$ cat src/rtl/riscv_types.sv
// Shared core types: the execution-unit writeback bundle and FP pipe limits.
package riscv_types;

    localparam int FP_PIPE_MAX_DEPTH = 8;

    typedef struct packed {
        logic [4:0] rd;
        logic       reg_write;
        logic       FP_reg_write;
        logic [2:0] wb_sel;
        logic [4:0] fflags;
        logic [7:0] rob_tag;
    } exe_p_mux_bus_type;

endpackage

$ cat src/rtl/fp_rd_match.sv
// One pipeline stage's destination compared against the three issue sources.
// x0 is hardwired zero in the integer file, so it never creates a dependency.
module fp_rd_match (
    input  logic       valid,
    input  logic [4:0] rd,
    input  logic       reg_write,
    input  logic       fp_reg_write,
    input  logic [4:0] rs1,
    input  logic [4:0] rs2,
    input  logic [4:0] rs3,
    input  logic [2:0] rs_is_fp,
    input  logic [2:0] rs_used,
    output logic       match
);

    logic [2:0][4:0] rs;

    assign rs = {rs3, rs2, rs1};

    // OR of per-source hits; FP sources compare against FP writes only
    always_comb begin
        match = 1'b0;
        for (int i = 0; i < 3; i++) begin
            if (valid && rs_used[i] && (rd == rs[i])) begin
                if (rs_is_fp[i] && fp_reg_write) begin
                    match = 1'b1;
                end
                if (!rs_is_fp[i] && reg_write && (rs[i] != 5'd0)) begin
                    match = 1'b1;
                end
            end
        end
    end

endmodule

$ cat src/rtl/fp_pipe_ctrl.sv
// Valid/sideband pipeline for multi-cycle FP units. Moves in lock-step with the
// datapath registers, whose load/clear strobes it also generates, and reports
// in-flight destinations plus a RAW hazard flag for the issue stage.
module fp_pipe_ctrl
    import riscv_types::*;
#(
    parameter  int DEPTH = 3,
    localparam int CNT_W = $clog2(DEPTH + 1)
) (
    input  logic                    clk,
    input  logic                    rst,
    input  logic                    en,
    input  logic [DEPTH-1:0]        clear,
    input  logic                    p_start,
    input  exe_p_mux_bus_type       pipeline_signals_i,
    output logic                    p_result,
    output exe_p_mux_bus_type       pipeline_signals_o,
    output logic [DEPTH-1:0]        stage_ld,
    output logic [DEPTH-1:0]        stage_clr,
    output logic [0:DEPTH-1][4:0]   uu_rd,
    output logic [DEPTH-1:0]        uu_reg_write,
    output logic [DEPTH-1:0]        uu_FP_reg_write,
    input  logic [4:0]              rs1,
    input  logic [4:0]              rs2,
    input  logic [4:0]              rs3,
    input  logic [2:0]              rs_is_fp,
    input  logic [2:0]              rs_used,
    output logic                    raw_hazard,
    output logic                    busy,
    output logic [CNT_W-1:0]        in_flight
);

    logic [DEPTH-1:0]              valid_q;
    exe_p_mux_bus_type [DEPTH-1:0] bus_q;
    logic [DEPTH-1:0]              match;
    logic [CNT_W-1:0]              count;

    // Clear beats advance so a flushed datapath register never loads garbage.
    assign stage_clr = clear;
    assign stage_ld  = {DEPTH{en}} & ~clear;

    for (genvar k = 0; k < DEPTH; k++) begin : g_stage
        logic              prev_valid;
        exe_p_mux_bus_type prev_bus;
        logic              v_q;
        exe_p_mux_bus_type b_q;

        if (k == 0) begin : g_head
            assign prev_valid = p_start;
            assign prev_bus   = pipeline_signals_i;
        end else begin : g_body
            // Pre-clear value of the predecessor: a stage cleared this edge
            // still hands its token forward.
            assign prev_valid = valid_q[k-1];
            assign prev_bus   = bus_q[k-1];
        end

        // Stage register: reset > clear > advance > hold
        always_ff @(posedge clk or negedge rst) begin
            if (!rst) begin
                v_q <= 1'b0;
                b_q <= '0;
            end else if (clear[k]) begin
                v_q <= 1'b0;
                b_q <= '0;
            end else if (en) begin
                v_q <= prev_valid;
                b_q <= prev_bus;
            end
        end

        assign valid_q[k]         = v_q;
        assign bus_q[k]           = b_q;
        assign uu_rd[k]           = v_q ? b_q.rd : 5'd0;
        assign uu_reg_write[k]    = v_q & b_q.reg_write;
        assign uu_FP_reg_write[k] = v_q & b_q.FP_reg_write;

        fp_rd_match u_match (
            .valid        (v_q),
            .rd           (b_q.rd),
            .reg_write    (b_q.reg_write),
            .fp_reg_write (b_q.FP_reg_write),
            .rs1          (rs1),
            .rs2          (rs2),
            .rs3          (rs3),
            .rs_is_fp     (rs_is_fp),
            .rs_used      (rs_used),
            .match        (match[k])
        );
    end

    // Popcount of valid stages
    always_comb begin
        count = '0;
        for (int i = 0; i < DEPTH; i++) begin
            count = count + CNT_W'(valid_q[i]);
        end
    end

    assign in_flight          = count;
    assign busy               = |valid_q;
    assign raw_hazard         = |match;
    assign p_result           = valid_q[DEPTH-1];
    assign pipeline_signals_o = bus_q[DEPTH-1];

endmodule

$ cat config.mk
export PLATFORM = sky130hd
export DESIGN_NAME = fp_pipe_ctrl
export DESIGN_NICKNAME = d
export VERILOG_FILES = /design/src/rtl/riscv_types.sv /design/src/rtl/fp_rd_match.sv /design/src/rtl/fp_pipe_ctrl.sv
export SDC_FILE = /design/constraint.sdc
export NUM_CORES = 1
export LEC_CHECK = 0
export ABC_CLOCK_PERIOD_IN_PS = 2400
export CELL_PAD_IN_SITES_DETAIL_PLACEMENT = 1
export CELL_PAD_IN_SITES_GLOBAL_PLACEMENT = 2
export CORE_MARGIN = 8
export CORE_UTILIZATION = 30
export CTS_BUF_LIST = sky130_fd_sc_hd__clkbuf_16
export DETAILED_ROUTE_END_ITERATION = 16
export PLACE_DENSITY = 0.84
export SYNTH_ARGS = -nofsm -noshare
export SYNTH_HDL_FRONTEND = slang
export SYNTH_SLANG_ARGS = --single-unit
$ cat constraint.sdc
create_clock -name clk -period 2.4 [get_ports clk]
set_clock_uncertainty 0.05 [all_clocks]
set_input_delay 0.48 -clock clk [delete_from_list [all_inputs] [get_ports clk]]
set_output_delay 0.48 -clock clk [all_outputs]
set_load 0.01 [all_outputs]
==> impl_metrics.ini <==
[outcome]
status = complete, but fails checks
violations = negative setup slack

[timing]
worst_pin_slew_ns = 0.697
min_period_ns = 2.50
setup_tns_ns = -0.101
fmax_mhz = 400
maxSlewHeadroom = 0.535
hold_violations = 0
slew_violations = 0
rsz0062_at_grt = yes
setup_ws_ns = -0.101
setup_violations = 1
fin_crit_sh = 1.04

[clock_network]
cts-buffers-inserted = 9
clock-sinks = 72
cts_root_buffer = clkbuf_16
cts_tree = done
h-tree-depth = 3
clkLatencyLatePin_ns = 0.33
clk_pin_slew_ns = 0.06
cts_max_path_buffers = 2

[place]
dpl_cell_area_sq_um = 5360
gp_congestion = 0.908
dp_hpwl_um = 9970
placed_cells = 671
place.port_buffers = 105

[final_layout]
multi_input_area_sq_um = 1900
area_growth_pct = 40.9
diodes = 0
instances_no_fill = 691
drive_above_1_share = 0.179
fin_util = 0.431
seq_area_sq_um = 1810
fin_nets = 563
fill_cells = 1457
finalInstanceArea_sq_um = 5680

[floorplan]
initial_core_util = 0.306
die-area_sq_um = 17400
rows = 42
io_pins = 106
die_x_um = 132
coreArea_sq_um = 13200
die_h_um = 132

[logic_synthesis]
yosysTopAreaCell = dfrtp_1
synth_edf_count = 0
ys_seq_area_frac = 0.447
async_reset_ff_frac = 1.00
syn_nets = 449
yosysTopAreaCellShare = 0.447
ys_ff_latch = 72
yosys_warnings = 0
synth.area.top_cells = dfrtp_1, mux2i_1, nor2_1, xnor2_1, buf_4
netlist-cell-type-count = 30
syn_inst = 396
syn_area_sq_um = 4030
synth_area_per_cell_sq_um = 10.2
ys.flop_type = dfrtp_1

[grt]
grt-ovfl-total = 0
grt_pass1_wl_um = 20500
grt_pass1_vias = 3657
antenna_found_initial = 0
grt_start_max_net_pins = 50
grt_usage = 0.149

[route]
routed_wl_um = 12700
drt-initial-drc-count = 86
wire_per_inst_um = 18.4
viasPerCell = 4.64
ant_nets = 0
drc = 0
vias = 3207
drtPass1Iterations = 5

[critical_path]
worst-path-stages = 6
rr_worst_depth = 3
cp-start-kind = register
crit_fanout = 4
crit_family = simple AND/OR/NAND/NOR gates
crit_type = reg2out
crit_required_ns = 1.87
crit_arrival_ns = 1.97
slowest_delay_ns = 0.44
worst-path-buf-inv = 1
critical-path-slowest-cell = dfrtp_2
setup.worst_path.end_class = output port
crit_chain = xor2_1 > nor4_2 > nand4_1 > o221ai_2 > a211o_1 > buf_6

[pwr]
switchingPower_w = 0.000754
power_density_nw_per_um2 = 535
pwr-share-clk = 0.422
p_sw_frac = 0.248
comb_power_share = 0.151
p_leak_nw = 2.65
power_frac_seq = 0.427
power_w = 0.00304
intPower_w = 0.00229
peakVddDrop_mv = 0.376

[job]
maxCapViolations = 0

[hold_path]
holdCritPathClass = in2async
## per-layer routing
metal / wire (um) / track usage / share of wire / vias up
met5: 0 / 0 / 0 / -
met4: 303 / 0.0555 / 0.024 / 0
met3: 620 / 0.0442 / 0.049 / 17
met2: 6040 / 0.246 / 0.48 / 92
met1: 5720 / 0.180 / 0.45 / 1581
li1: - / - / - / 1517
## cell families (layout without fill, tap and decap cells)
logic type | count (synthesis) | in the layout | synth area share
compound gates | 16 | 16 | 0.0338
xor+xnor | 45 | 45 | 0.0977
fa+ha+maj | 2 | 2 | 0.00807
buf+inv | 62 | 181 | 0.0875
flops | 72 | 72 | 0.447
mux | 74 | 74 | 0.184
simple gates | 125 | 125 | 0.142
## cell usage after synthesis (all sizes together), types with 2 or more instances
master    n
nor3      4
nand4     8
and2     21
buf      47
nand3     2
o2111ai   6
a22oi     2
mux2i    74
nor4      4
dfrtp    72
xnor2    33
xor2     12
clkbuf   10
a21oi     3
nand2     3
nor2b     3
inv       5
o221ai    2
nor2     78
## state kept, by name, indices dropped and copies added (netlist names)
name / count
p_result: 1
pipeline_signals_o: 23
g_stage.v_q: 2
bus_q: 46
## power groups by stage
stage               combinational [W]  sequential, W  clock (W)
finish                       0.000459        0.00130    0.00128
CTS                          0.000469        0.00130    0.00133
global route                 0.000503        0.00130    0.00138
floorplan                    0.000234        0.00130          0
global placement             0.000466        0.00132          0
detailed placement           0.000473        0.00132          0
## per-stage QoR
stage	hold WS, ns	worst slack, ns
after CTS	0.142	-0.120
after detailed placement	0.462	-0.949
after floorplan	0.134	0.474
after global placement	0.451	-0.926
final	0.127	-0.101
after global routing	0.162	-0.185
## what timing repair did
item | in CTS | in global routing
resized for setup | 39 | 9
hold buffers | 0 | 0
buffers inserted | 3 | 1
hold endpoints to repair | 0 | 0
pin swaps | 6 | 6
endpoints found under the setup margin | 3 | 2
## placed cells by master, fill, tap and decap left out, types with 3 or more instances in the layout
cell              n
xor2_1           12
dlygate4sd2_1    16
a21oi_1           3
xnor2_1          33
clkbuf_16         9
nor2b_1           3
and2_1           21
dfrtp_1          63
mux2i_1          74
clkdlybuf4s50_1  82
nor3_1            3
dfrtp_2           9
nand2_1           3
nor2_1           77
buf_4            56
o2111ai_1         5
inv_1             6
nand4_1           8
## cell type report
type	count	share of cell area
Tap cell	176	0.0388
Clock buffer	9	0.0396
Multi-Input combinational cell	262	0.335
Clock inverter	7	0.0112
Timing Repair Buffer	160	0.253
Sequential cell	72	0.319
Inverter	5	0.00330
## worst paths after layout
kind	startpoint	endpoint	slack, ns
setup / recovery	pipeline_signals_o[21]	raw_hazard	-0.10
hold / removal	rst	pipeline_signals_o[9]	0.13
setup reg to reg	bus_q[18]	bus_q[41]	1.36
hold reg to reg	bus_q[26]	pipeline_signals_o[3]	0.47
max in group asynchronous	rst	bus_q[45]	1.59
min in group clk	bus_q[26]	pipeline_signals_o[3]	0.47
Power figures use the tool's default switching activity.
